$ cat src/rtl/axi_demo_reg_slave.sv
// AXI4-Lite slave terminating axiDemo address/data/strobe traffic in a small register file.
// Single-entry AW and W holding registers feed one write commit per response slot; reads return in one cycle.

package axi_demo_pkg;
    localparam int unsigned ADDR_W = 32;
    localparam int unsigned DATA_W = 32;
    localparam int unsigned STRB_W = DATA_W / 8;

    typedef logic [ADDR_W-1:0] axi_addr_t;
    typedef logic [DATA_W-1:0] axi_data_t;
    typedef logic [STRB_W-1:0] axi_strobe_t;
    typedef logic [1:0]        axi_resp_t;

    localparam axi_resp_t RESP_OKAY   = 2'b00;
    localparam axi_resp_t RESP_SLVERR = 2'b10;
endpackage

module axi_demo_reg_slave
    import axi_demo_pkg::*;
#(
    parameter int unsigned NUM_REGS  = 16,
    parameter logic [31:0] BASE_ADDR = 32'h0000_0000
) (
    input  logic              clk,
    input  logic              rst,
    input  logic              aw_valid,
    output logic              aw_ready,
    input  logic [ADDR_W-1:0] aw_addr,
    input  logic              w_valid,
    output logic              w_ready,
    input  logic [DATA_W-1:0] w_data,
    input  logic [STRB_W-1:0] w_strb,
    output logic              b_valid,
    input  logic              b_ready,
    output logic [1:0]        b_resp,
    input  logic              ar_valid,
    output logic              ar_ready,
    input  logic [ADDR_W-1:0] ar_addr,
    output logic              r_valid,
    input  logic              r_ready,
    output logic [DATA_W-1:0] r_data,
    output logic [1:0]        r_resp
);

    localparam int unsigned IDX_W = (NUM_REGS > 1) ? $clog2(NUM_REGS) : 1;

    logic              aw_full_q, aw_full_d;
    axi_addr_t         aw_addr_q, aw_addr_d;
    logic              w_full_q, w_full_d;
    axi_data_t         w_data_q, w_data_d;
    axi_strobe_t       w_strb_q, w_strb_d;
    logic              b_valid_q, b_valid_d;
    axi_resp_t         b_resp_q, b_resp_d;
    logic              r_valid_q, r_valid_d;
    axi_data_t         r_data_q, r_data_d;
    axi_resp_t         r_resp_q, r_resp_d;
    axi_data_t         regs_q [NUM_REGS];
    axi_data_t         regs_d [NUM_REGS];

    axi_addr_t         wr_off, rd_off;
    logic              wr_hit, rd_hit;
    logic [IDX_W-1:0]  wr_idx, rd_idx;
    logic              aw_hs, w_hs, ar_hs, commit;

    assign aw_ready = !aw_full_q;
    assign w_ready  = !w_full_q;
    assign ar_ready = !r_valid_q || r_ready;

    assign b_valid = b_valid_q;
    assign b_resp  = b_resp_q;
    assign r_valid = r_valid_q;
    assign r_data  = r_data_q;
    assign r_resp  = r_resp_q;

    // Address decode relative to BASE_ADDR; wrap-around offsets land out of range.
    always_comb begin
        wr_off = aw_addr_q - BASE_ADDR;
        rd_off = ar_addr - BASE_ADDR;
        wr_hit = (wr_off[1:0] == 2'b00) && (wr_off[ADDR_W-1:2] < (ADDR_W-2)'(NUM_REGS));
        rd_hit = (rd_off[1:0] == 2'b00) && (rd_off[ADDR_W-1:2] < (ADDR_W-2)'(NUM_REGS));
        wr_idx = wr_off[IDX_W+1:2];
        rd_idx = rd_off[IDX_W+1:2];
    end

    always_comb begin
        aw_full_d = aw_full_q;
        aw_addr_d = aw_addr_q;
        w_full_d  = w_full_q;
        w_data_d  = w_data_q;
        w_strb_d  = w_strb_q;
        b_valid_d = b_valid_q;
        b_resp_d  = b_resp_q;
        r_valid_d = r_valid_q;
        r_data_d  = r_data_q;
        r_resp_d  = r_resp_q;
        regs_d    = regs_q;

        aw_hs  = aw_valid && aw_ready;
        w_hs   = w_valid && w_ready;
        ar_hs  = ar_valid && ar_ready;
        commit = aw_full_q && w_full_q && (!b_valid_q || b_ready);

        if (aw_hs) begin
            aw_full_d = 1'b1;
            aw_addr_d = aw_addr;
        end
        if (w_hs) begin
            w_full_d = 1'b1;
            w_data_d = w_data;
            w_strb_d = w_strb;
        end

        if (b_valid_q && b_ready) begin
            b_valid_d = 1'b0;
        end
        // A commit refills the response slot in the same cycle it drains.
        if (commit) begin
            aw_full_d = 1'b0;
            w_full_d  = 1'b0;
            b_valid_d = 1'b1;
            b_resp_d  = wr_hit ? RESP_OKAY : RESP_SLVERR;
            if (wr_hit) begin
                for (int b = 0; b < int'(STRB_W); b++) begin
                    if (w_strb_q[b]) begin
                        regs_d[wr_idx][8*b +: 8] = w_data_q[8*b +: 8];
                    end
                end
            end
        end

        if (r_valid_q && r_ready) begin
            r_valid_d = 1'b0;
        end
        // Reads sample regs_q, so a same-cycle commit is not visible yet.
        if (ar_hs) begin
            r_valid_d = 1'b1;
            r_data_d  = rd_hit ? regs_q[rd_idx] : '0;
            r_resp_d  = rd_hit ? RESP_OKAY : RESP_SLVERR;
        end
    end

    always_ff @(posedge clk or posedge rst) begin
        if (rst) begin
            aw_full_q <= 1'b0;
            aw_addr_q <= '0;
            w_full_q  <= 1'b0;
            w_data_q  <= '0;
            w_strb_q  <= '0;
            b_valid_q <= 1'b0;
            b_resp_q  <= '0;
            r_valid_q <= 1'b0;
            r_data_q  <= '0;
            r_resp_q  <= '0;
            regs_q    <= '{default: '0};
        end else begin
            aw_full_q <= aw_full_d;
            aw_addr_q <= aw_addr_d;
            w_full_q  <= w_full_d;
            w_data_q  <= w_data_d;
            w_strb_q  <= w_strb_d;
            b_valid_q <= b_valid_d;
            b_resp_q  <= b_resp_d;
            r_valid_q <= r_valid_d;
            r_data_q  <= r_data_d;
            r_resp_q  <= r_resp_d;
            regs_q    <= regs_d;
        end
    end

endmodule

$ cat config.mk
export PLATFORM = sky130hd
export DESIGN_NAME = axi_demo_reg_slave
export DESIGN_NICKNAME = d
export VERILOG_FILES = /design/src/rtl/axi_demo_reg_slave.sv
export SDC_FILE = /design/constraint.sdc
export NUM_CORES = 1
export LEC_CHECK = 0
export CAP_MARGIN = 30
export CELL_PAD_IN_SITES_DETAIL_PLACEMENT = 1
export CELL_PAD_IN_SITES_GLOBAL_PLACEMENT = 1
export CORE_UTILIZATION = 51
export CTS_CLUSTER_DIAMETER = 120
export CTS_CLUSTER_SIZE = 25
export DETAILED_ROUTE_END_ITERATION = 16
export MAX_ROUTING_LAYER = met4
export PLACE_DENSITY_LB_ADDON = 0.05
export SLEW_MARGIN = 20
export SYNTH_ARGS = -nofsm -noshare
export SYNTH_HDL_FRONTEND = slang
export SYNTH_SLANG_ARGS = --single-unit
$ cat constraint.sdc
create_clock -name clk -period 34.9 [get_ports clk]
set_input_delay 10.47 -clock clk [delete_from_list [all_inputs] [get_ports clk]]
set_output_delay 10.47 -clock clk [all_outputs]
set_load 0.01 [all_outputs]
==> flow_metrics.py <==
metrics = {
    "final_layout": {
        "antenna-diode-count": 0,
        "final_layout_size_suffix_gt1_share_pct": 38.73,
        "nNetsFinal": 1904,
        "multiInputGateArea_um2": 11260,
        "nFillCells": 4829,
        "final_cells": 2485,
        "regArea_um2": 15460,
        "areaGrowthSynthToFinish_pct": 11.10,
    },
    "synth": {
        "synth.most_common_cell": "sky130_fd_sc_hd__dfrtp_1",
        "synth_top_cells_by_area": "sky130_fd_sc_hd__dfrtp_1 57%, sky130_fd_sc_hd__mux2_2 18%, sky130_fd_sc_hd__mux4_2 11%, sky130_fd_sc_hd__mux2_1 6.3%, sky130_fd_sc_hd__a22oi_1 1.7%",
        "area_share_of_xor_xnor_cells_in_the_synthesized_design_pct": 0,
        "syn-instance-count": 1698,
        "syn_area_um2": 27130,
        "synth_top_cells_by_count": "618 x sky130_fd_sc_hd__dfrtp_1, 429 x sky130_fd_sc_hd__mux2_2, 151 x sky130_fd_sc_hd__mux2_1",
        "synthAdderAreaFrac_pct": 0,
        "seq_area_frac_synth_pct": 57.01,
        "synth_ff_type": "sky130_fd_sc_hd__dfrtp_1",
        "largest_family_of_logic_cells_by_synthesized_area": "multiplexers",
        "synth_compound_gate_area_share_pct": 2.855,
        "synth.lib_cells_used.distinct": 37,
        "yosys.area.top_type_share_pct": 57.01,
        "postSynthAreaPerCell_um2": 15.98,
        "ys_async_sr_fraction_pct": 100.0,
        "post_synth_mux_area_share_pct": 34.74,
        "synth_simple_gate_area_share_pct": 3.695,
        "netlist.top_cell.by_area": "sky130_fd_sc_hd__dfrtp_1",
        "synth-seq-cells": 618,
        "yosysWarnings": 0,
        "synth_edf_count": 0,
    },
    "die": {
        "chipHeight_um": 232.6,
        "io-pin-count": 148,
        "num_rows": 84,
        "floorplan.die.width_um": 232.6,
        "design.core.area_um2": 52550,
        "die-area_um2": 54110,
        "initial_utilization_pct": 51.62,
    },
    "sta": {
        "timing_max_transition_violations_final": 0,
        "finalHoldViolations": 0,
        "max_freq_mhz": 45.17,
        "timing.final.crit_share_pct": 63.44,
        "worst_hold_slack_ns": 0.4947,
        "tightestPinTransition_ns": 1.004,
        "finClkSkew_ns": 0.02077,
        "setup_tns_ns": 0,
        "rsz0062_at_grt": "false",
        "final_worst_path_period_need_ns": 22.14,
        "slew_headroom_pct": 32.53,
        "finalSetupViolations": 0,
    },
    "clocking": {
        "tritoncts": "built",
        "clock_path_buffers": 3,
        "cts_resized": 0,
        "clkSinkCount": 618,
        "worstSkewPairLatency_ns": 0.61,
        "cts_hold_repair.buffers": 0,
        "clkSlewWorstSetupHoldPaths_ns": 0.10,
        "h-tree-depth": 1,
        "cts_buf_count": 28,
        "post_cts.repair.setup_buffers": 0,
        "cts-root-buf": "sky130_fd_sc_hd__clkbuf_16",
    },
    "global_routing": {
        "grt_antenna_before_repair": 1,
        "global_router_s_overall_resource_usage_pct": 26.20,
        "grt_max_degree": 127,
        "grt_pass1_wl_um": 103900,
        "grt_pass1_vias": 16911,
        "grt_overflow": 0,
    },
    "pwr": {
        "share_seq_of_total_power_pct": 62.5,
        "leakage_power_uw": 0.01453,
        "power.internal_uw": 979.1,
        "vdd.ir_drop.worst_v": 0.00004391,
        "sw_frac_of_total_pct": 29.15,
        "power.density_nw_per_um2": 45.85,
        "power_switching_uw": 402.7,
        "clkPwrFrac_pct": 26.7,
        "comb_power_share_pct": 10.8,
    },
    "status": {
        "run_status": "finished, final reports clean",
    },
    "detailed_routing": {
        "residual_drc": 0,
        "drt_first_pass_iters": 5,
        "post_drt_wl_per_cell_um": 26.68,
        "via_count": 15187,
        "routed_wirelength_um": 66290,
        "postRouteAntennaNets": 0,
        "viasPerCell": 6.111,
        "first_iter_violations": 686,
    },
    "critical_path": {
        "timing.critical_path.fanout_max": 4,
        "setup.worst_path.start_class": "input port",
        "crit_path_end_kind": "primary output",
        "required_ns": 24.43,
        "worst-r2r-setup-slack_ns": 31.61,
        "crit_arrival_ns": 11.67,
        "path_class": "input port to primary output",
    },
    "hold_path": {
        "hold_path.class": "flip-flop to flip-flop",
    },
    "placement": {
        "gp_congestion": 0.7622,
        "place_hpwl_um": 41060,
        "io_buffer_count": 145,
        "place_inst": 2448,
    },
    "job": {
        "cap_viol_max_count": 0,
    },
}
## power by group through the flow
stage | Clock (µW) | Sequential (µW) | Combinational [µW]
after detailed placement | 0 | 878 | 148
after CTS | 380 | 864 | 149
after global routing | 404 | 878 | 162
final | 370 | 864 | 149
after floorplan | 0 | 805 | 141
after global placement | 0 | 871 | 144
## cells in the final DEF (no fill, tap or decap), types with 6 or more instances in the layout
cell type                         instances
sky130_fd_sc_hd__mux2_1                 151
sky130_fd_sc_hd__a22oi_1                 62
sky130_fd_sc_hd__nor2_2                  16
sky130_fd_sc_hd__nor4_1                  11
sky130_fd_sc_hd__mux2_2                 429
sky130_fd_sc_hd__nand2b_1                 7
sky130_fd_sc_hd__clkdlybuf4s50_1        143
sky130_fd_sc_hd__nand2_2                 34
sky130_fd_sc_hd__clkbuf_16               29
sky130_fd_sc_hd__nor2_1                  10
sky130_fd_sc_hd__nand2_4                  7
sky130_fd_sc_hd__nor2_4                   6
sky130_fd_sc_hd__a22o_1                  32
sky130_fd_sc_hd__buf_4                   19
sky130_fd_sc_hd__mux4_2                 128
sky130_fd_sc_hd__nand2_1                 38
sky130_fd_sc_hd__buf_16                   7
sky130_fd_sc_hd__dfrtp_1                618
## through the flow
stage / setup slack, ns / util (%) / power, µW / instance area, µm²
4_1_cts: 12.75 / 57.02 / 1393 / 29970
3_5_place_dp: 12.76 / 55.63 / 1026 / 29230
3_3_place_gp: 12.77 / 55.56 / 1015 / 29200
5_1_grt: 12.71 / 57.35 / 1444 / 30140
6_report: 12.76 / 57.35 / 1382 / 30140
2_1_floorplan: 7.125 / - / 945.8 / 27130
## state kept, by name (all words and copies together) (netlist names)
register / flops
b_resp: 1
w_strb_q: 4
aw_addr_q: 32
r_data: 32
w_full_q: 1
aw_full_q: 1
b_valid: 1
r_resp: 1
r_valid: 1
w_data_q: 32
regs_q: 512
## metal layers
metal / GRT usage (%) / share of wire (%) / vias up
met4: 6.393 / 2.2 / 0
li1: - / - / 6500
met2: 42.64 / 50 / 253
met3: 2.745 / 3.3 / 81
met5: - / 0 / -
met1: 35.58 / 45 / 8353
## final cells by class
cell class	instances	share of cell area (%)
Timing Repair Buffer	172	5.962
Sequential cell	618	51.32
Inverter	3	0.06228
Clock buffer	29	2.408
Multi-Input combinational cell	974	37.37
Clock inverter	1	0.02906
Tap cell	688	2.856
## logic make-up after synthesis
group                  Yosys count
multiplexers                   709
other                            1
buffers and inverters          107
flip-flops                     618
AO/OA/AOI/OAI                   99
AND/OR/NAND/NOR                164
## path summary, 6_finish.rpt
kind                          startpoint           to  cells past startpoint
max in group asynchronous            rst   regs_q[20]                      8
min in group asynchronous            rst  regs_q[129]                      2
max reg2reg                aw_addr_q[21]  regs_q[233]                      5
min                          regs_q[400]  regs_q[400]                      1
max                              r_ready     ar_ready                      3
min reg2reg                  regs_q[400]  regs_q[400]                      1
## critical path, cell delays in order
cell and delay, ns:
sky130_fd_sc_hd__clkdlybuf4s50_1 0.46, sky130_fd_sc_hd__nand2b_1 0.18, sky130_fd_sc_hd__clkdlybuf4s50_1 0.56
Power figures use the tool's default switching activity.
